$ cat config.mk
export PLATFORM = sky130hd
export DESIGN_NAME = apc_mult_seq
export DESIGN_NICKNAME = d
export VERILOG_FILES = /design/src/rtl/apc_mult_seq.sv
export SDC_FILE = /design/constraint.sdc
export NUM_CORES = 1
export LEC_CHECK = 0
export CAP_MARGIN = 20
export CORE_MARGIN = 2
export CORE_UTILIZATION = 40
export CTS_BUF_LIST = sky130_fd_sc_hd__clkbuf_16
export CTS_CLUSTER_DIAMETER = 200
export DETAILED_ROUTE_END_ITERATION = 6
export PLACE_DENSITY = 0.64
export RECOVER_POWER = 50
export SLEW_MARGIN = 20
export SYNTH_ARGS = -nofsm -noshare
export SYNTH_HDL_FRONTEND = slang
export SYNTH_SLANG_ARGS = --single-unit
$ cat constraint.sdc
create_clock -name i_clk -period 3.7 [get_ports i_clk]
set_input_delay 0.37 -clock i_clk [delete_from_list [all_inputs] [get_ports i_clk]]
set_output_delay 0.37 -clock i_clk [all_outputs]
set_load 0.05 [all_outputs]
$ cat src/rtl/apc_mult_seq.sv
// Digit-serial multiplier controller: walks x one nibble per cycle through the
// external APC LUT and accumulates shifted partial products, stopping early on leading zeros.
module apc_mult_seq #(
    parameter int X_W = 16
) (
    input  logic             i_clk,
    input  logic             i_rst,
    input  logic             i_start,
    input  logic [4:0]       i_a,
    input  logic [X_W-1:0]   i_x,
    output logic [3:0]       o_lut_x_dash,
    output logic [4:0]       o_lut_a,
    input  logic [8:0]       i_lut_prod,
    output logic             o_busy,
    output logic             o_done,
    output logic [X_W+4:0]   o_product
);
    // state  | meaning
    // S_IDLE | waiting for start, operands not yet captured
    // S_RUN  | one multiplier digit consumed per cycle
    // S_DONE | product valid, done pulsed for this single cycle

    localparam int N     = X_W / 4;
    localparam int PW    = X_W + 5;
    localparam int CNT_W = (N > 1) ? $clog2(N) : 1;

    typedef enum logic [1:0] {
        S_IDLE = 2'd0,
        S_RUN  = 2'd1,
        S_DONE = 2'd2
    } state_t;

    state_t             r_state;
    logic [4:0]         r_a;
    logic [X_W-1:0]     r_x;
    logic [PW-1:0]      r_acc;
    logic [CNT_W-1:0]   r_cnt;
    logic [PW-1:0]      r_product;
    logic               r_busy;
    logic               r_done;

    logic [3:0]         w_digit;
    logic [8:0]         w_partial;
    logic [PW-1:0]      w_partial_shifted;
    logic [PW-1:0]      w_acc_next;
    logic [X_W-1:0]     w_x_shifted;
    logic               w_last;

    assign w_digit = r_x[3:0];

    // The LUT answers 16*a for a zero digit, so that case must be masked here.
    assign w_partial         = (w_digit == 4'd0) ? 9'd0 : i_lut_prod;
    assign w_partial_shifted = PW'(w_partial) << {r_cnt, 2'b00};
    assign w_acc_next        = r_acc + w_partial_shifted;
    assign w_x_shifted       = r_x >> 4;
    assign w_last            = (r_cnt == CNT_W'(N - 1)) || (w_x_shifted == '0);

    always_ff @(posedge i_clk) begin
        if (i_rst) begin
            r_state   <= S_IDLE;
            r_a       <= '0;
            r_x       <= '0;
            r_acc     <= '0;
            r_cnt     <= '0;
            r_product <= '0;
            r_busy    <= 1'b0;
            r_done    <= 1'b0;
        end else begin
            case (r_state)
                S_IDLE: begin
                    r_done <= 1'b0;
                    if (i_start) begin
                        r_a     <= i_a;
                        r_x     <= i_x;
                        r_acc   <= '0;
                        r_cnt   <= '0;
                        r_busy  <= 1'b1;
                        r_state <= S_RUN;
                    end
                end
                S_RUN: begin
                    r_acc <= w_acc_next;
                    r_x   <= w_x_shifted;
                    r_cnt <= r_cnt + CNT_W'(1);
                    if (w_last) begin
                        r_product <= w_acc_next;
                        r_done    <= 1'b1;
                        r_state   <= S_DONE;
                    end
                end
                S_DONE: begin
                    r_done  <= 1'b0;
                    r_busy  <= 1'b0;
                    r_state <= S_IDLE;
                end
                default: begin
                    r_done  <= 1'b0;
                    r_busy  <= 1'b0;
                    r_state <= S_IDLE;
                end
            endcase
        end
    end

    // The digit must reach the LUT within the RUN cycle, so it is decoded from state, not staged.
    assign o_lut_x_dash = (r_state == S_RUN) ? w_digit : 4'd0;
    assign o_lut_a      = r_a;
    assign o_busy       = r_busy;
    assign o_done       = r_done;
    assign o_product    = r_product;

endmodule

* Word level (Yosys, flattened, before mapping)
Cells that the tools add are included.
** Word-level totals
- Flip-flop bits (word level) :: 69
- Input bits :: 33
- Output and inout bits :: 32
- Word-level logic and storage cells :: 40
** Cells by class
- Add/sub/neg operators :: 2
- Eq/ne operators :: 4
- Shift operators :: 1
- Mux-type cells :: 13
- Bitwise gates (word level) :: 1
- Reductions and logical operators :: 11
** Operator list (number)
- $pmux W21 S2 :: 1
- $pmux W16 S2 :: 1
- $add A21 B21 Y21 :: 1
- $mux W21 :: 1
- $shl A9 B4 Y21 :: 1
- $logic_not A16 Y1 :: 1
- $mux W16 :: 1
- $reduce_and A2 Y1 :: 5
- $mux W9 :: 1
- $pmux W2 S2 :: 2
- $mux W2 :: 3
- $logic_not A4 Y1 :: 1
- $mux W4 :: 1
- $ne A2 B2 Y1 const B :: 2
- $add A2 B1 Y2 const B :: 1
- $eq A2 B1 Y1 const B :: 1
- $eq A2 B2 Y1 const B :: 1
- $logic_not A2 Y1 :: 1
- $pmux W1 S2 :: 1
- $reduce_bool A2 Y1 :: 1
- $reduce_or A2 Y1 :: 1
- $logic_or A1 B1 Y1 :: 1
- $mux W1 :: 1
- $not A1 Y1 :: 1

* Depth between registers and ports, before layout
- Depth after elaboration :: 5
- Gate-level depth with buffers :: 13
- Mapped depth without buffers :: 12

* Worst setup path before layout
OpenSTA, ideal clock, no wires.
- Path kind :: register to register
- From :: register r_x[0]
- To :: register r_acc[16]
- Setup time :: 117 ps
- Arrival :: 3027 ps
- Required time :: 3583 ps
- Setup slack :: 556 ps
- Stages on the path, launching flop included :: 13
- Buffers on the path :: 0
- Clock period less this slack :: 3144 ps
- Path through :: dfxtp_1 > nor4_4 > or2_2 > nor2_1 > and2_1 > ha_1 > fa_1 > a21o_1 > a221oi_4 > or3_1 > a21oi_1 > or3_1 > a32o_1
** On the way
- Word-level cells in the longest chain between the ends :: 5
** Ends and longest elaborated chain
- start, declared :: line 35 : logic [X_W-1:0] r_x;
- start signal, assigned :: line 74 : r_x <= i_x;
- start signal, assigned :: line 83 : r_x <= w_x_shifted;
- $logic_not A4 Y1 :: line 52 : assign w_partial = (w_digit == 4'd0) ? 9'd0 : i_lut_prod;
- $mux W9 :: line 52
- $shl A9 B4 Y21 :: line 53 : assign w_partial_shifted = PW'(w_partial) << {r_cnt, 2'b00};
- $add A21 B21 Y21 :: line 54 : assign w_acc_next = r_acc + w_partial_shifted;
- $pmux W21 S2 :: line 69 : case (r_state)
- end signal, assigned :: line 82 : r_acc <= w_acc_next;
- end, declared :: line 36 : logic [PW-1:0] r_acc;
Every way passes these cells.
A chain may end at the register's enable or synchronous reset.

* Worst setup path after layout
Same ends and word-level chain as after synthesis.

==> metrics.txt <==
status=complete, no violations; Post-Syn Area=0.003955 mm²; WL/cell=16.51 µm; Iteration-0 DRC Markers=152; flops & latches, synth=69; final-report hold violation count=0; GRT Util Overall=22.57%; cell accounting for the most synthesized area=dfxtp_1; crit path launch type=flop; Max Slew Vio Count=0; YS warnings=0; CTS Root Cell=clkbuf_16; met3 capacity usage during global routing=4.637%; Mapped Nets=563; Remaining Overflow, GRT=0; worst rel slew slack=3.758%; Mapped Avg Cell Area=7.786 µm²; Most used DFF post-synth=dfxtp_1; drt first pass iters=5; Vias=roughly 4000; Die Ht=103.4 µm; Nets=614; Pleak=1.992 nW; min cycle time layout=3.258 ns; Post-CTS Setup Bufs=0; Die Footprint=0.01070 mm²; clk buf depth=2; Worst Path Required=3.93 ns; Commonest cells post-synth=nand2_1, dfxtp_1, a21oi_1; Synth top area share=34.93%; Area contributors post-synth=dfxtp_1, nand2_1, ha_1; P&R area growth vs syn=25.81%; count leader, synth=nand2_1; H-tree depth=3; routability congestion estimate from global placement=0.9301; Syn Inst Count=roughly 500; clk_lat worst skew=0.34 ns; post_cts resized=0; CP max FO=5; Initial Util=40.84%; GRT Max-Usage Layer=met2; fmax=307.0 MHz; CP arrival=3.49 ns; pin count of the biggest net entering global routing=32; I/O Buffers=64; Setup CP Type=flop to flop; n_diodes=0; met2 Usage GRT=36.67%; fillers=954; Yosys cell types=52; DRC errors left=0; total of max-cap violations=0; Pwr Total=2.101 mW; Async S/R FF share, synth=0%; DP Wirelength=8271 µm; DR vias/cell=5.611; initial antenna violation count=0; met1 usage=between 30% and 40%; EDFF count, synth=0; critical path capture point type=flop; Placed Cells=around 680; sequential cell area=between 0.001 and 0.0015 mm²; io pins=65; # setup viols final=0; total CTS buffers=9; Peak VDD IR=0.0002110 V; ratio of final minimum period to clock period=88.04%; worst hold path class=flop to flop; Seq/Total Area, Yosys=34.93%; Layout Cells excl Fill=697; Core ar.=0.009684 mm²; PD cells=about 420 mW/mm²; share of layout cells above drive strength 1=under 10%; num rows=36; worst-margin pin slew=about 1.4 ns; Setup Skew=around 0.0082 ns; Die Wd=103.4 µm; vias in the first global route=3688; setup TNS=0 ns; first-pass GRT wire length=18480 µm; Clock Pin Slew Worst Setup and Hold Paths=about 0.06 ns; remaining antenna violation count=0; wirelength, routed=11500 µm; unrepaired setup endpoints after global routing=no; CTS tree=yes; Hold Buf Count CTS=0; core utilization of the finished layout=51.38%; clock sink total=69; area of the multi-input gates=0.002444 mm²
==> cells in the final DEF, fill, tap and decap left out, types with 5 or more instances in the layout <==
master / n
a21o_1: 8
a21oi_1: 49
a22o_1: 8
a311oi_1: 12
a31oi_1: 5
and2_1: 8
and3_1: 10
buf_4: 7
clkbuf_16: 9
clkdlybuf4s50_1: 38
dfxtp_1: 69
dlygate4sd3_1: 25
ha_1: 21
inv_1: 5
mux2i_1: 6
nand2_1: 84
nand2b_1: 5
nand3_1: 26
nand4_1: 8
nor2_1: 47
nor2b_1: 11
nor3_1: 9
o21ai_0: 19
or3_1: 7
xnor2_1: 7
xor2_1: 6
==> metrics by stage <==
step | setup WS, ns | area [µm²] | hold WS (ns)
finish | 0.4424 | 4976 | 0.4531
detailed placement | 0.4227 | 4706 | 0.4507
CTS | 0.4519 | 4981 | 0.4585
floorplan | 0.5556 | 3955 | 0.4315
global route | 0.2318 | 4976 | 0.4741
global placement | 0.4652 | 4700 | 0.4428
==> flip-flops by register name, indices dropped and copies added (netlist names) <==
signal and flops:
o_lut_a 5, o_done 1, o_busy 1, r_cnt 2, r_state 2, r_x 16
o_product 21, r_acc 21
==> area by class of cell <==
type / count / share of cell area (%)
multi-input combinational: 402 / 49.11
sequential: 69 / 27.76
timing repair buffer: 72 / 13.88
clock buffer: 9 / 4.526
tap: 133 / 3.344
clock inverter: 7 / 1.006
inverter: 5 / 0.3772
==> power breakdown <==
| part | internal [mW] | leakage, nW | switching, mW |
|---|---|---|---|
| Combinational | 0.174 | 1.30 | 0.288 |
| Clock | 0.454 | 0.128 | 0.360 |
| Sequential | 0.787 | 0.561 | 0.0373 |
| Total | 1.42 | 1.99 | 0.685 |
==> path summary, 6_finish.rpt <==
| check | from | to | slack (ns) | cells after the start |
|---|---|---|---|---|
| min | o_product[3]$_SDFFE_PP0P_ | o_product[3]$_SDFFE_PP0P_ | 0.45 | 2 |
| max | r_x[0]$_SDFFE_PP0P_ | r_acc[16]$_SDFFE_PP0P_ | 0.44 | 12 |
| min reg2reg | o_product[3]$_SDFFE_PP0P_ | o_product[3]$_SDFFE_PP0P_ | 0.45 | 2 |
| max reg2reg | r_x[0]$_SDFFE_PP0P_ | r_acc[16]$_SDFFE_PP0P_ | 0.44 | 12 |
==> cell families after synthesis <==
logic type / after synthesis / synth area share [%]
AND/OR/NAND/NOR: 228 / 27.30
AO/OA/AOI/OAI: 132 / 22.37
flip-flops: 69 / 34.93
buffers and inverters: 37 / 3.575
adder cells (fa/ha/maj): 22 / 7.150
XOR/XNOR: 13 / 2.879
multiplexers: 7 / 1.803
==> critical path: stages, from the launching register on <==
cell	delay (ns)
dfxtp_1	0.34
nor4_4	0.28
or2_2	0.21
nor2_1	0.08
and2_1	0.20
ha_1	0.20
fa_1	0.40
a21o_1	0.24
a221oi_4	0.36
or3_1	0.18
a21oi_1	0.09
or3_1	0.31
a32o_1	0.26
==> layer usage <==
metal / wire [µm] / vias up / share of wire [%]
li1: - / 1933 / -
met1: 5332 / 1859 / 46
met2: 5322 / 103 / 46
met3: 652 / 16 / 5.7
met4: 197 / 0 / 1.7
met5: 0 / - / 0
Power figures use the tool's default switching activity.
==> edit 1 (same settings) <==
Change the parameter `X_W` from 16 to 32.
--- a/src/rtl/apc_mult_seq.sv
+++ b/src/rtl/apc_mult_seq.sv
@@ -2,5 +2,5 @@
 // external APC LUT and accumulates shifted partial products, stopping early on leading zeros.
 module apc_mult_seq #(
-    parameter int X_W = 16
+    parameter int X_W = 32
 ) (
     input  logic             i_clk,
Interface: changed (resized i_x and o_product); port bits go from 65 to 97. No check against the original RTL was run, so the function may have changed too.
==> edit 1 against the original RTL <==
- the run now ends with capacitance limit, slew limit left
- core utilization grew 1.3 points
- die area increased by 78%
- worst setup slack got worse by 0.28 ns
- sequential power up 65%
- sequential share of layout area shrank 2.0 points
- synthesized cell count up 82%
- area after synthesis up 81%
- total power grew 74%
- design area grew 84%
- wire length grew 81%
- fmax shrank 7.9%
- sequential cell count is 49 higher
- critical endpoint is now r_acc[36]
- clock power rose by 120%
==> edit 1: results (changes against the original RTL) <==
[placed_design]
io_buffer_count=96  ; was 64
dp.cells=1231  ; was 681
pre_cts_slack_ns=0.005197  ; was 0.4227 ns
place_area_um2=8478  ; was 4706 um^2
dp_hpwl_um=15060  ; was 8271 um

[floorplan]
die-area_um2=19000  ; was 10700 um^2

[worst_setup_path]
ff2ff_path_depth=14  ; was 12
crit_path_start=r_x[3]  ; was r_x[0]
crit_path_max_fanout=4  ; was 5
worstPathArrival_ns=3.83  ; was 3.49 ns
rr_endpoint=r_acc[36]  ; was r_acc[16]

[sta]
slew_violations=65  ; was 0
tightest_slew_ns=2.931  ; was 1.444 ns
max_freq_mhz=282.7  ; was 307.0 MHz
fin_hold_ws_ns=0.4447  ; was 0.4531 ns

[grt]
grt_usage=0.2245  ; was 0.2257
grt_pass1_wl_um=33440  ; was 18480 um
grt_start_max_net_pins=65  ; was 32

[worst_hold_path]
hold_depth=1  ; was 2
holdPathEnd=o_done  ; was o_product[3]
min_from=o_done  ; was o_product[3]

[clock_network]
htreeDepth=4  ; was 3
cts_buffers=17  ; was 9

[synthesis]
syn_inst=925  ; was 508
synthDistinctLibCells=72  ; was 52
synth.area.top_cells=dfxtp_1, nand2_1, ha_1  ; unchanged
synth_xor_area_frac=0.03544  ; was 0.02879
seq_area_frac_synth=0.3296  ; was 0.3493
synth-seq-cells=118  ; was 69
muxShareOfSynthArea=0.01205  ; was 0.01803
synth_compound_area_frac=0.2404  ; was 0.2237
syn_nets=1013  ; was 563

[outcome]
status=finished with violations  ; was finished clean
violations=capacitance limit, slew limit

[pwr]
p_int_mw=2.714  ; was 1.416 mW
p_clk_frac=0.490  ; was 0.388
irDropWorstVdd_uv=334.3  ; was 211.0 uV
switchingPower_uw=943.2  ; was 685.3 uW
seq_power_mw=1.36  ; was 824 uW

[detailed_routing]
via_per_inst=5.582  ; was 5.611
routed_wl_um=20850  ; was 11500 um
dr.max_layer_used=met4  ; unchanged
routedLengthMet1_um=9777  ; was 5332 um
wl_per_cell_um=16.51  ; about the same
dr.first_iter.drc_count=375  ; was 152

[flow_run]
max_cap_violations=1  ; was 0

[cells_and_area]
final_nets=1113  ; was 614
fill_cells=1692  ; was 954
multi_input_gates=732  ; was 402
clockNetworkAreaShare=0.06932  ; was 0.05532
multi_input_area_share=0.4926  ; was 0.4911

## edit 1: cell types whose count changed after synthesis, moves of 17 or more
cell | before | now
a21oi_1 | 49 | 86
ha_1 | 21 | 38
dfxtp_1 | 69 | 118
nand2_1 | 84 | 168
clkbuf_1 | 26 | 43
nor2_1 | 47 | 93
## edit 1: worst max-delay path, cell delays in order, from the launching register on
cell and delay (ns):
dfxtp_1 0.35, nor4_4 0.32, nor4_1 0.10, and2_1 0.17
ha_1 0.20, fa_1 0.39, a211o_1 0.32, a211oi_4 0.29
nor4_4 0.09, o21ba_1 0.23, o2111a_2 0.31, buf_4 0.15
o211ai_2 0.21, and3_1 0.20, o31ai_1 0.07
## edit 1: metal layers
layer | GRT usage | vias to the layer above
met5 | 0 | -
met4 | 0.06519 | 0
met3 | 0.05556 | 22
met2 | 0.3597 | 188
met1 | 0.2993 | 3297
li1 | - | 3543
## edit 1: timing repair
action                                  4_1_cts  5_1_grt
endpoints found under the setup margin        0       24
endpoints found under the hold margin         0        0
gates resized for setup                       0       12
==> edit 2 (same settings) <==
Made on the original files. Register the output `o_lut_x_dash`, cleared by the reset; this adds one clock of latency there. The other outputs are not delayed to match.
--- a/src/rtl/apc_mult_seq.sv
+++ b/src/rtl/apc_mult_seq.sv
@@ -104,5 +104,11 @@
 
     // The digit must reach the LUT within the RUN cycle, so it is decoded from state, not staged.
-    assign o_lut_x_dash = (r_state == S_RUN) ? w_digit : 4'd0;
+    always_ff @(posedge i_clk) begin
+        if (i_rst) begin
+            o_lut_x_dash <= '0;
+        end else begin
+            o_lut_x_dash <= (r_state == S_RUN) ? w_digit : 4'd0;
+        end
+    end
     assign o_lut_a      = r_a;
     assign o_busy       = r_busy;
Formal check against the unedited RTL: not equivalent (Yosys sat finds a counterexample within 4 cycles, from zero or initial values and one cycle with i_rst high).
==> edit 2 against the original RTL <==
- the flow now finishes with violations (capacitance limit, slew limit)
- total power rose by 1.4%
- area after synthesis rose by 2.3%
- first-iteration DRC count rose by 2.6%
- sequential cell count rose by 4
- worst setup slack got worse by 0.25 ns
- combinational power fell by 0.9%
- wire length fell by 4.6%
- design area rose by 1.4%
- core utilization rose by 0.26 points
- global-route usage fell by 2.2 points
==> edit 2: results (changes against the original RTL) <==
[grt]
grt_pass1_vias=3581  ; was 3688
grt_pass1_wl_um=18080  ; was 18480 um
overflow=0  ; unchanged
grt_start_max_net_pins=39  ; was 32
grt_usage=0.2040  ; was 0.2257

[synthesis]
syn_nets=553  ; was 563
yosysWarningCount=0  ; unchanged
synth.area.top_cells=dfxtp_1, nand2_1, ha_1  ; unchanged
synthDistinctLibCells=58  ; was 52
synth_async_sr_flop_share=0  ; unchanged
synth_commonest_cells=dfxtp_1, nand2_1, nor2_1  ; was nand2_1, dfxtp_1, a21oi_1
seq_area_frac_synth=0.3613  ; was 0.3493
synth_flop_cell=dfxtp_1  ; unchanged

[detailed_routing]
dr.pass1.iters=4  ; was 5
vias=3746  ; was 3911
wl_per_cell_um=15.93  ; was 16.51 um
dr.first_iter.drc_count=156  ; was 152

[clock_network]
cts_buffer_depth=2  ; unchanged
root_buffer=clkbuf_16  ; unchanged
cts_buffers=9  ; unchanged
clock_latency_ns=0.33
path_clk_slew_ns=0.06  ; about the same
cts_setup_buffers=0  ; unchanged

[worst_setup_path]
slowest_stage=a221oi_2  ; was fa_1
r2r_slack_ns=0.20  ; was 0.44 ns
max_stage_delay_ns=0.46  ; was 0.40 ns
r2r-start=r_x[0]  ; unchanged
crit_path_max_fanout=5  ; unchanged
worstPathArrival_ns=3.73  ; was 3.49 ns
rr_endpoint=r_acc[14]  ; was r_acc[16]

[outcome]
violations=capacitance limit, slew limit
status=finished with violations  ; was finished clean

[worst_hold_path]
holdPathEnd=o_product[0]  ; was o_product[3]
min_from=o_product[0]  ; was o_product[3]
hold_depth=2  ; unchanged

[placed_design]
dp_hpwl_um=8048  ; was 8271 um
place_area_um2=4788  ; was 4706 um^2
gp_congestion=0.9512  ; was 0.9301

[sta]
fin_skew_ns=0.006638  ; was 0.008221 ns
tightest_slew_ns=1.749  ; was 1.444 ns
slew_violations=76  ; was 0
fin_hold_ws_ns=0.4499  ; was 0.4531 ns

[cells_and_area]
fill_cells=937  ; was 954
drive_gt1_frac=0.06835  ; was 0.05851
final_nets=606  ; was 614

[flow_run]
max_cap_violations=2  ; was 0

[pwr]
leakagePower_nw=2.050  ; was 1.992 nW
irDropWorstVdd_uv=236.5  ; was 211.0 uV

[edit 2: cell families after synthesis]
family / Yosys count / synth area share
simple gates: 209 / 0.2577
compound gates: 133 / 0.2252
flops: 73 / 0.3613
buf+inv: 41 / 0.04052
fa+ha+maj: 22 / 0.06990
xor+xnor: 14 / 0.03031
mux: 6 / 0.01516
[edit 2: final cells by class]
class / instances / share of cell area
Sequential cell: 73 / 0.2895
Timing Repair Buffer: 73 / 0.1368
Multi-Input combinational cell: 384 / 0.4794
Clock inverter: 7 / 0.009172
Tap cell: 133 / 0.03297
Clock buffer: 9 / 0.04462
Inverter: 10 / 0.007437
[edit 2: how the worst max path moves through the flow]
| stage | start | to | depth (start not counted) |
|---|---|---|---|
| 6_report | r_x[0] | r_acc[14] | 12 |
| 5_1_grt | r_x[0] | r_acc[14] | 12 |
| 4_1_cts | r_x[0] | r_acc[14] | 12 |
| 3_5_place_dp | r_x[0] | r_acc[14] | 12 |
| 3_3_place_gp | r_x[0] | r_acc[14] | 12 |
| 2_1_floorplan | r_x[0] | r_acc[14] | 12 |
[edit 2: worst max-delay path: cells and delay by family, from the launching register on]
family | cells | cell delay (ns)
AOI/OAI and AO/OA | 5 | 1.37
and+or+nand+nor | 4 | 0.88
adders and majority gates | 2 | 0.62
DFF | 1 | 0.33
xor gates and xnor gates | 1 | 0.20
[edit 2: routing by layer]
metal	up-vias	wire length [um]	track usage
met4	0	125	0.06757
li1	1895	-	-
met3	9	576	0.03431
met2	96	4921	0.3203
met1	1746	5351	0.2840
met5	-	0	0
[edit 2: power by group]
| part | leakage, nW | total (mW) | internal, mW | switching [mW] |
|---|---|---|---|---|
| Clock | 0.129 | 0.797 | 0.452 | 0.345 |
| Sequential | 0.594 | 0.874 | 0.833 | 0.0404 |
| Combinational | 1.33 | 0.459 | 0.176 | 0.283 |
[edit 2: stage by stage]
| stage | cells | setup slack (ns) | total power, mW | util |
|---|---|---|---|---|
| 3_5_place_dp | 673 | 0.2599 | 1.354 | 0.4899 |
| 6_report | 689 | 0.1956 | 2.130 | 0.5164 |
| 3_3_place_gp | 673 | 0.3992 | 1.347 | 0.4899 |
| 5_1_grt | 689 | 0.006712 | 2.239 | 0.5164 |
| 2_1_floorplan | 498 | 0.5058 | 1.204 | - |
| 4_1_cts | 689 | 0.2395 | 2.156 | 0.5177 |
